### src/rtl/fuzzy_input_conditioner_if.sv
// Sample/crisp-input bundle between the plant front-end and the fuzzy core.
// The master side issues sample requests; the slave side is the conditioner.
interface fuzzy_input_conditioner_if #(
    parameter int DATA_W = 8
);
    logic              sample_req;
    logic [DATA_W-1:0] setpoint;
    logic [DATA_W-1:0] medida;
    logic [DATA_W-1:0] Entrada_01;
    logic [DATA_W-1:0] Entrada_02;
    logic              EN_REGRAS;
    logic              dado_valido;
    logic              busy;
    logic              sat_e;
    logic              sat_de;
    logic              req_perdido;

    modport master (
        output sample_req,
        output setpoint,
        output medida,
        input  Entrada_01,
        input  Entrada_02,
        input  EN_REGRAS,
        input  dado_valido,
        input  busy,
        input  sat_e,
        input  sat_de,
        input  req_perdido
    );

    modport slave (
        input  sample_req,
        input  setpoint,
        input  medida,
        output Entrada_01,
        output Entrada_02,
        output EN_REGRAS,
        output dado_valido,
        output busy,
        output sat_e,
        output sat_de,
        output req_perdido
    );
endinterface

### src/rtl/fuzzy_input_conditioner.sv
// Front-end for the type-2 fuzzy core: filters the measurement, forms error
// and change-of-error, and sequences EN_REGRAS for one inference per sample.
module fuzzy_input_conditioner #(
    parameter int DATA_W      = 8,
    parameter int HOLD_CYCLES = 16,
    parameter int AVG_LOG2    = 2,
    parameter int E_SHIFT     = 0,
    parameter int DE_SHIFT    = 0
) (
    input logic                   clk_0,
    input logic                   Srst,
    fuzzy_input_conditioner_if.slave bus
);

    localparam int N     = 1 << AVG_LOG2;
    localparam int SUM_W = DATA_W + AVG_LOG2;
    localparam int E_W   = DATA_W + 1;
    localparam int DE_W  = DATA_W + 2;
    localparam int X_W   = DATA_W + 3;

    localparam logic [DATA_W-1:0] OFF =
        DATA_W'(1 << (DATA_W - 1));
    localparam logic signed [X_W-1:0] OFF_X =
        X_W'(1 << (DATA_W - 1));
    localparam logic signed [X_W-1:0] MAX_X =
        X_W'((1 << DATA_W) - 1);

    typedef enum logic [2:0] {
        IDLE,
        CAPTURE,
        COMPUTE,
        HOLD,
        DONE
    } state_t;

    state_t                    state;
    logic [DATA_W-1:0]         win [N];
    logic [DATA_W-1:0]         sp_l;
    logic signed [E_W-1:0]     e_prev;
    logic                      prime;
    logic [7:0]                cnt;

    logic [SUM_W-1:0]          sum;
    logic [DATA_W-1:0]         avg;
    logic signed [E_W-1:0]     e;
    logic signed [DE_W-1:0]    de;
    logic signed [X_W-1:0]     e_x;
    logic signed [X_W-1:0]     de_x;
    logic [DATA_W-1:0]         e_out;
    logic [DATA_W-1:0]         de_out;
    logic                      e_clip;
    logic                      de_clip;

    always_comb begin
        sum = '0;
        for (int i = 0; i < N; i++) begin
            sum = sum + SUM_W'(win[i]);
        end
        avg = DATA_W'(sum >> AVG_LOG2);

        e = $signed({1'b0, sp_l}) - $signed({1'b0, avg});

        // First sample after reset has no history, so no rate term.
        if (prime) begin
            de = '0;
        end else begin
            de = $signed({e[E_W-1], e})
               - $signed({e_prev[E_W-1], e_prev});
        end

        e_x  = ($signed({{(X_W-E_W){e[E_W-1]}}, e}) >>> E_SHIFT)
             + OFF_X;
        de_x = ($signed({{(X_W-DE_W){de[DE_W-1]}}, de}) >>> DE_SHIFT)
             + OFF_X;

        e_clip = 1'b1;
        if (e_x < 0) begin
            e_out = '0;
        end else if (e_x > MAX_X) begin
            e_out = '1;
        end else begin
            e_out  = e_x[DATA_W-1:0];
            e_clip = 1'b0;
        end

        de_clip = 1'b1;
        if (de_x < 0) begin
            de_out = '0;
        end else if (de_x > MAX_X) begin
            de_out = '1;
        end else begin
            de_out  = de_x[DATA_W-1:0];
            de_clip = 1'b0;
        end
    end

    always_ff @(posedge clk_0 or posedge Srst) begin
        if (Srst) begin
            state           <= IDLE;
            sp_l            <= '0;
            e_prev          <= '0;
            prime           <= 1'b1;
            cnt             <= '0;
            bus.Entrada_01  <= OFF;
            bus.Entrada_02  <= OFF;
            bus.EN_REGRAS   <= 1'b0;
            bus.dado_valido <= 1'b0;
            bus.busy        <= 1'b0;
            bus.sat_e       <= 1'b0;
            bus.sat_de      <= 1'b0;
            bus.req_perdido <= 1'b0;
            for (int i = 0; i < N; i++) begin
                win[i] <= '0;
            end
        end else begin
            if (bus.sample_req && state != IDLE) begin
                bus.req_perdido <= 1'b1;
            end

            unique case (state)
                IDLE: begin
                    if (bus.sample_req) begin
                        state    <= CAPTURE;
                        bus.busy <= 1'b1;
                    end
                end

                CAPTURE: begin
                    sp_l <= bus.setpoint;
                    if (prime) begin
                        for (int i = 0; i < N; i++) begin
                            win[i] <= bus.medida;
                        end
                    end else begin
                        for (int i = 0; i < N - 1; i++) begin
                            win[i] <= win[i+1];
                        end
                        win[N-1] <= bus.medida;
                    end
                    state <= COMPUTE;
                end

                COMPUTE: begin
                    bus.Entrada_01 <= e_out;
                    bus.Entrada_02 <= de_out;
                    bus.sat_e      <= e_clip;
                    bus.sat_de     <= de_clip;
                    e_prev         <= e;
                    prime          <= 1'b0;
                    cnt            <= 8'(HOLD_CYCLES);
                    bus.EN_REGRAS  <= 1'b1;
                    state          <= HOLD;
                end

                HOLD: begin
                    if (cnt == 8'd1) begin
                        bus.EN_REGRAS   <= 1'b0;
                        bus.dado_valido <= 1'b1;
                        state           <= DONE;
                    end else begin
                        cnt <= cnt - 8'd1;
                    end
                end

                DONE: begin
                    bus.dado_valido <= 1'b0;
                    bus.busy        <= 1'b0;
                    state           <= IDLE;
                end

                default: state <= IDLE;
            endcase
        end
    end

endmodule

### src/flat_wrapper.sv
// flat-port wrapper written by rule: the top's interface ports become plain ports
module fuzzy_input_conditioner_flat 
#(
    parameter int DATA_W      = 8,
    parameter int HOLD_CYCLES = 16,
    parameter int AVG_LOG2    = 2,
    parameter int E_SHIFT     = 0,
    parameter int DE_SHIFT    = 0
)
  (clk_0, Srst, bus_sample_req, bus_setpoint, bus_medida, bus_Entrada_01, bus_Entrada_02, bus_EN_REGRAS, bus_dado_valido, bus_busy, bus_sat_e, bus_sat_de, bus_req_perdido);
  fuzzy_input_conditioner_if #(.DATA_W(DATA_W)) bus_i ();
  input logic clk_0;
  input logic Srst;
  input wire logic [$bits(bus_i.sample_req)-1:0] bus_sample_req;
  input wire logic [$bits(bus_i.setpoint)-1:0] bus_setpoint;
  input wire logic [$bits(bus_i.medida)-1:0] bus_medida;
  output wire logic [$bits(bus_i.Entrada_01)-1:0] bus_Entrada_01;
  output wire logic [$bits(bus_i.Entrada_02)-1:0] bus_Entrada_02;
  output wire logic [$bits(bus_i.EN_REGRAS)-1:0] bus_EN_REGRAS;
  output wire logic [$bits(bus_i.dado_valido)-1:0] bus_dado_valido;
  output wire logic [$bits(bus_i.busy)-1:0] bus_busy;
  output wire logic [$bits(bus_i.sat_e)-1:0] bus_sat_e;
  output wire logic [$bits(bus_i.sat_de)-1:0] bus_sat_de;
  output wire logic [$bits(bus_i.req_perdido)-1:0] bus_req_perdido;
  assign bus_i.sample_req = bus_sample_req;
  assign bus_i.setpoint = bus_setpoint;
  assign bus_i.medida = bus_medida;
  assign bus_Entrada_01 = bus_i.Entrada_01;
  assign bus_Entrada_02 = bus_i.Entrada_02;
  assign bus_EN_REGRAS = bus_i.EN_REGRAS;
  assign bus_dado_valido = bus_i.dado_valido;
  assign bus_busy = bus_i.busy;
  assign bus_sat_e = bus_i.sat_e;
  assign bus_sat_de = bus_i.sat_de;
  assign bus_req_perdido = bus_i.req_perdido;
  fuzzy_input_conditioner #(.DATA_W(DATA_W), .HOLD_CYCLES(HOLD_CYCLES), .AVG_LOG2(AVG_LOG2), .E_SHIFT(E_SHIFT), .DE_SHIFT(DE_SHIFT)) u_core (.clk_0(clk_0), .Srst(Srst), .bus(bus_i));
endmodule
### config.mk
export PLATFORM = sky130hd
export DESIGN_NAME = fuzzy_input_conditioner_flat
export DESIGN_NICKNAME = d
export VERILOG_FILES = /design/src/rtl/fuzzy_input_conditioner_if.sv /design/src/rtl/fuzzy_input_conditioner.sv /design/src/flat_wrapper.sv
export SDC_FILE = /design/constraint.sdc
export NUM_CORES = 1
export LEC_CHECK = 0
export BUFFER_PORTS_ARGS = -buffer_cell sky130_fd_sc_hd__clkbuf_2
export CAP_MARGIN = 25
export CORE_UTILIZATION = 37
export DETAILED_ROUTE_END_ITERATION = 10
export HOLD_SLACK_MARGIN = 0.15
export SYNTH_ARGS = -nofsm -noshare
export SYNTH_HDL_FRONTEND = slang
export SYNTH_SLANG_ARGS = --single-unit
### constraint.sdc
create_clock -name clk_0 -period 10.8 [get_ports clk_0]
set_input_delay 1.08 -clock clk_0 [delete_from_list [all_inputs] [get_ports clk_0]]
set_output_delay 1.08 -clock clk_0 [all_outputs]
set_load 0.03 [all_outputs]
Word level (Yosys, flattened, before mapping):

Cells that the tools add are included.
Widths: inputs -> output; s select.

* bits in registers: 83
* output and inout port bits: 22
* logic and storage cells: 69

* add/sub/neg operators: 8
* magnitude comparators: 4
* equality and inequality tests: 8
* mux-type cells: 21
* reductions and logical operators: 11

Operators by type and width (count)
* $mux 8: 5
* $mux 32: 1
* $add 10x8->10: 2
* $pmux 8 s2: 1
* $pmux 3 s4: 1
* $add 10x9->11 const B: 1
* $gt 11x9->1 const B: 1
* $lt 11x1->1 const B: 1
* $add 9x9->10 const B: 1
* $gt 10x9->1 const B: 1
* $lt 10x1->1 const B: 1
* $mux 10: 1
* $reduce_and 2->1: 5
* $sub 9x9->10: 1
* $add 8x8->9: 1
* $sub 8x8->9: 1
* $eq 8x1->1 const B: 1
* $sub 8x1->8 const B: 1
* $mux 1: 7
* $eq 3x2->1 const B: 2
* $mux 3: 2
* $pmux 1 s2: 3
* $reduce_bool 2->1: 3
* $ne 2x2->1 const B: 2
* 6 further kinds: 6

Depth between registers and ports, before layout:

* depth after elaboration: 10
* mapped depth: 32
* mapped depth without buffers: 32

Worst setup path after synthesis:

Ideal clock, no wire load.

* kind: register to register
* start point: register u_core.win[17] (netlist bit)
* end point: register u_core.bus.Entrada_02[7]
* setup time: 0.094 ns
* arrival: 5.780 ns
* data required time: 10.706 ns
* slack: 4.925 ns
* stages on the path, launching flop included: 29
* path buffers: 0
* cell sequence: dfrtp_1 -> ha_1 -> a21o_1 -> a21oi_1 -> xor2_1 -> fa_1 -> inv_1 -> ha_1 -> a21oi_1 -> o31ai_1 -> a21o_1 -> a21oi_1 -> o21bai_1 -> a21oi_1 -> xor2_1 -> ha_1 -> or3_1 -> o211ai_1 -> xor2_1 -> inv_2 -> ha_1 -> xnor2_1 -> nor2b_1 -> inv_1 -> ha_1 -> nor2b_1 -> mux2i_2 -> a41oi_2 -> a311oi_1

* longest elaborated chain between the ends: 10
* elaborated cells on any way between the ends: 11
* those cells by class: add/sub (6); order compare (2); mux (3)

Ends and longest elaborated chain
* start: declaration: RTL line fuzzy_input_conditioner.sv:37 `logic [DATA_W-1:0] win [N];`
* start signal: indexed assignment: RTL line fuzzy_input_conditioner.sv:132 `win[i] <= bus.medida;`
* start signal: indexed assignment: RTL line fuzzy_input_conditioner.sv:136 `win[i] <= win[i+1];`
* start signal: indexed assignment: RTL line fuzzy_input_conditioner.sv:138 `win[N-1] <= bus.medida;`
* $add 8x8->9 *: RTL line fuzzy_input_conditioner.sv:57 `sum = sum + SUM_W'(win[i]);`
* $add 10x8->10 * (2 in a row): RTL line fuzzy_input_conditioner.sv:57
* $sub 8x8->9 *: RTL line fuzzy_input_conditioner.sv:61 `e = $signed({1'b0, sp_l}) - $signed({1'b0, avg});`
* via u_core.e[7]: RTL line fuzzy_input_conditioner.sv:45 `logic signed [E_W-1:0] e;`
* $sub 9x9->10 *: RTL line fuzzy_input_conditioner.sv:68 `- $signed({e_prev[E_W-1], e_prev});`
* $mux 10 *: RTL line fuzzy_input_conditioner.sv:64 `if (prime) begin`
* $add 10x9->11 *: RTL line fuzzy_input_conditioner.sv:74 `+ OFF_X;`
* $gt 11x9->1: RTL line fuzzy_input_conditioner.sv:89 `end else if (de_x > MAX_X) begin`
* $mux 8: RTL line fuzzy_input_conditioner.sv:89
* $mux 8 *: RTL line fuzzy_input_conditioner.sv:87 `if (de_x < 0) begin`
* end signal: assignment: RTL line fuzzy_input_conditioner.sv:145 `bus.Entrada_02 <= de_out;`
* end: declaration: RTL line fuzzy_input_conditioner_if.sv:37 `output Entrada_02,`

The timed path passes the listed nets; every way through them passes the cells marked *.
A chain may end at the register's enable or synchronous reset.

Worst setup path in the final report:

Same ends and word-level chain as after synthesis.

==> summary.txt <==
Detailed routing
  – DRT antenna net count: 0
  – Pre-antenna DRT Iters: 6
  – Vias: 3740
  – Via/cell ratio: 4.89
  – DR WL/cell: 13.1 um
  – Residual DRC: 0
  – First DRT Iteration DRCs: about 140
  – Final WL: 10000 um

Logic synthesis
  – Synth Register Bits: 83
  – Async SR Flop Fraction: 1.00
  – Post-synth top area cell: dfrtp_1
  – Post-Synthesis Net Count: 617
  – Yosys top cell area share: 0.384
  – Cell variety after synth: 58
  – Post-Syn Instances: 549
  – Top FF cell, synth: dfrtp_1
  – Number of synthesized flops with an enable pin: 0
  – Mapped Area: 5220 um^2
  – Average size of a mapped cell: 9.50 um^2
  – Ys Warns: 0
  – Seq/Total Area, Yosys: 0.399
  – Ranking of synthesized cells by area: dfrtp_1 38%, ha_1 9.1%, mux2i_1 5.0%

Worst setup path
  – Worst Setup End Kind: flop
  – CP max stage cell: fa_1
  – CP startpoint kind: flop
  – Crit path arrival time: 6850 ps
  – WS Path Type: flop to flop
  – Crit-path max FO: 8
  – Slowest cell delay on critical path: just under 500 ps
  – R2R setup slack: 4190 ps
  – Most used cell, CP: ha_1
  – Reg-to-Reg End: u_core.bus.Entrada_02[7]
  – Worst EP required: 11040 ps
  – FF-to-FF path depth: 28
  – Reg2reg start: u_core.win[17]

Layout
  – Syn-to-layout area delta: 12.8%
  – Layout cells sized above 1: 0.157
  – Commonest non-fill, non-tap cell in the layout: dfrtp_1
  – Final nets: 648
  – Most frequent cells in the layout: 80 x dfrtp_1, 61 x nor2_1, 57 x inv_1
  – Filler Cell Count: 1340
  – Final Non-Filler Cells: 765
  – Ant. Diodes: 0

Clock tree
  – Clock-pin slew on the worst setup and hold paths: 60 ps
  – TritonCTS Sinks: 83
  – Post CTS Setup Buffer Count: 0
  – PostCTS Resize Cnt: 0
  – CTS tree: yes
  – Cts bufs inserted: 9
  – CTS hold repair buffers: 0
  – Clk buf depth: 2
  – Clock latency on the worst-skew pair: 340 ps
  – CTS root buffer: clkbuf_16
  – H-tree depth: 3

Timing
  – Max-slew violations: 0
  – Post-layout min period: 6610 ps
  – Fmax: 151 MHz
  – Slew HR: 0.392
  – Worst Clk Skew: 8.36 ps
  – RSZ-0062 raised after global routing: false
  – Setup tns final: 0 ps
  – Fin. Hold Viols: 0
  – Final Cycle Share: 0.612
  – Slew @ Worst Pin: 912 ps
  – Final setup fails: 0

Die
  – CORE AREA: 13800 um^2
  – Die area: 14600 um^2
  – Die Span Y: 121 um
  – Row cnt: 43
  – Chip width: 121 um
  – Initial core utilization: 0.377
  – Num ports: 41

Worst hold path
  – Worst Hold Depth: 1
  – Hold Startpoint: u_core.bus.req_perdido
  – Hold Path Sink: u_core.bus.req_perdido
  – Hold WC Path Type: flop to flop

Global route
  – Largest net degree at the start of global routing: 84
  – First-pass GRT wire length: between 15000 and 20000 um
  – Initial antenna violation count: 0
  – Overall Global Routing Usage: 0.153
  – Vias in the first global route: 3878
  – GRT overflow: 0

Place
  – Gpl congestion: around 0.84
  – Number of port buffers: 40
  – DP Wirelength: 7240 um
  – Dpl cells: 748

Run
  – Max Cap Viol: 0

Run status
  – Status: completed
[registers in the layout, indices dropped and copies added, names as in the netlist]
signal                  cells
u_core.win                 32
u_core.e_prev               9
u_core.bus.Entrada_01       8
u_core.bus.Entrada_02       8
u_core.cnt                  8
u_core.sp_l                 8
u_core.state                3
u_core.bus.EN_REGRAS        1
u_core.bus.busy             1
u_core.bus.dado_valido      1
u_core.bus.req_perdido      1
u_core.bus.sat_de           1
u_core.bus.sat_e            1
u_core.prime                1
[logic make-up after synthesis]
group / Yosys count / synth area share
adder cells (fa/ha/maj): 49 / 0.133
AO/OA/AOI/OAI: 120 / 0.141
flip-flops: 83 / 0.399
XOR/XNOR: 32 / 0.0537
AND/OR/NAND/NOR: 148 / 0.142
buffers and inverters: 83 / 0.0638
multiplexers: 34 / 0.0676
[final cells by class]
class	instances	area, um^2	share of cell area
multi-input cells	383	2810	0.478
flip-flops and latches	83	2080	0.354
clock buffers	13	250	0.0425
repair buffers	44	250	0.0425
well taps	180	225	0.0383
inverters	59	223	0.0379
clock inverters	3	40.0	0.00681
[per-stage QoR]
stage	worst slack, ps	utilization	area, um^2	hold WS (ps)
finish	4190	0.425	5880	468
global route	3610	0.425	5880	491
CTS	4190	0.423	5850	469
detailed placement	4220	0.402	5560	451
global placement	4490	0.402	5560	451
floorplan	4930	-	5220	450
[worst max path at each step]
stage | start | end | slack, ps | depth (start not counted)
2_1_floorplan | u_core.win[17] | u_core.bus.Entrada_02[7] | 4930 | 28
3_3_place_gp | u_core.win[17] | u_core.bus.Entrada_02[7] | 4490 | 28
3_5_place_dp | u_core.win[17] | u_core.bus.Entrada_02[7] | 4220 | 28
4_1_cts | u_core.win[17] | u_core.bus.Entrada_02[7] | 4190 | 28
5_1_grt | u_core.win[17] | u_core.bus.Entrada_02[5] | 3610 | 29
6_report | u_core.win[17] | u_core.bus.Entrada_02[7] | 4190 | 28
[critical path, delay by kind of cell (launching register included)]
family	cells	cell delay (ps)
fa+ha+maj	6	2000
compound gates	11	1870
xor+xnor	4	950
simple gates	3	720
flops	1	410
mux	1	370
buf+inv	3	190
[metal layers]
layer	wire length, um	vias to the layer above	global-route usage	share of wire
met3	340	12	0.0354	0.034
met4	126	0	0.0463	0.013
met5	0	-	0	0
li1	-	1905	-	-
met2	4870	51	0.262	0.49
met1	4700	1772	0.190	0.47
[cell usage after synthesis (3+ instances only)]
library cell / number
o21ai_0: 31
nor2b_1: 8
dfrtp_1: 80
a211oi_1: 7
dfstp_2: 3
fa_1: 11
buf_1: 3
clkbuf_1: 14
nand2b_1: 8
nand2_1: 34
nor2_1: 61
mux2i_1: 26
inv_1: 58
nor3_1: 13
a21o_1: 10
o31ai_1: 3
buf_2: 5
xor2_1: 14
ha_1: 38
mux2_2: 7
xnor2_1: 18
o21ai_1: 8
a21oi_1: 45
Power is left out: the tool's default activity adds up to more than one toggle a clock period on the data nets, which glitch-free logic cannot reach.
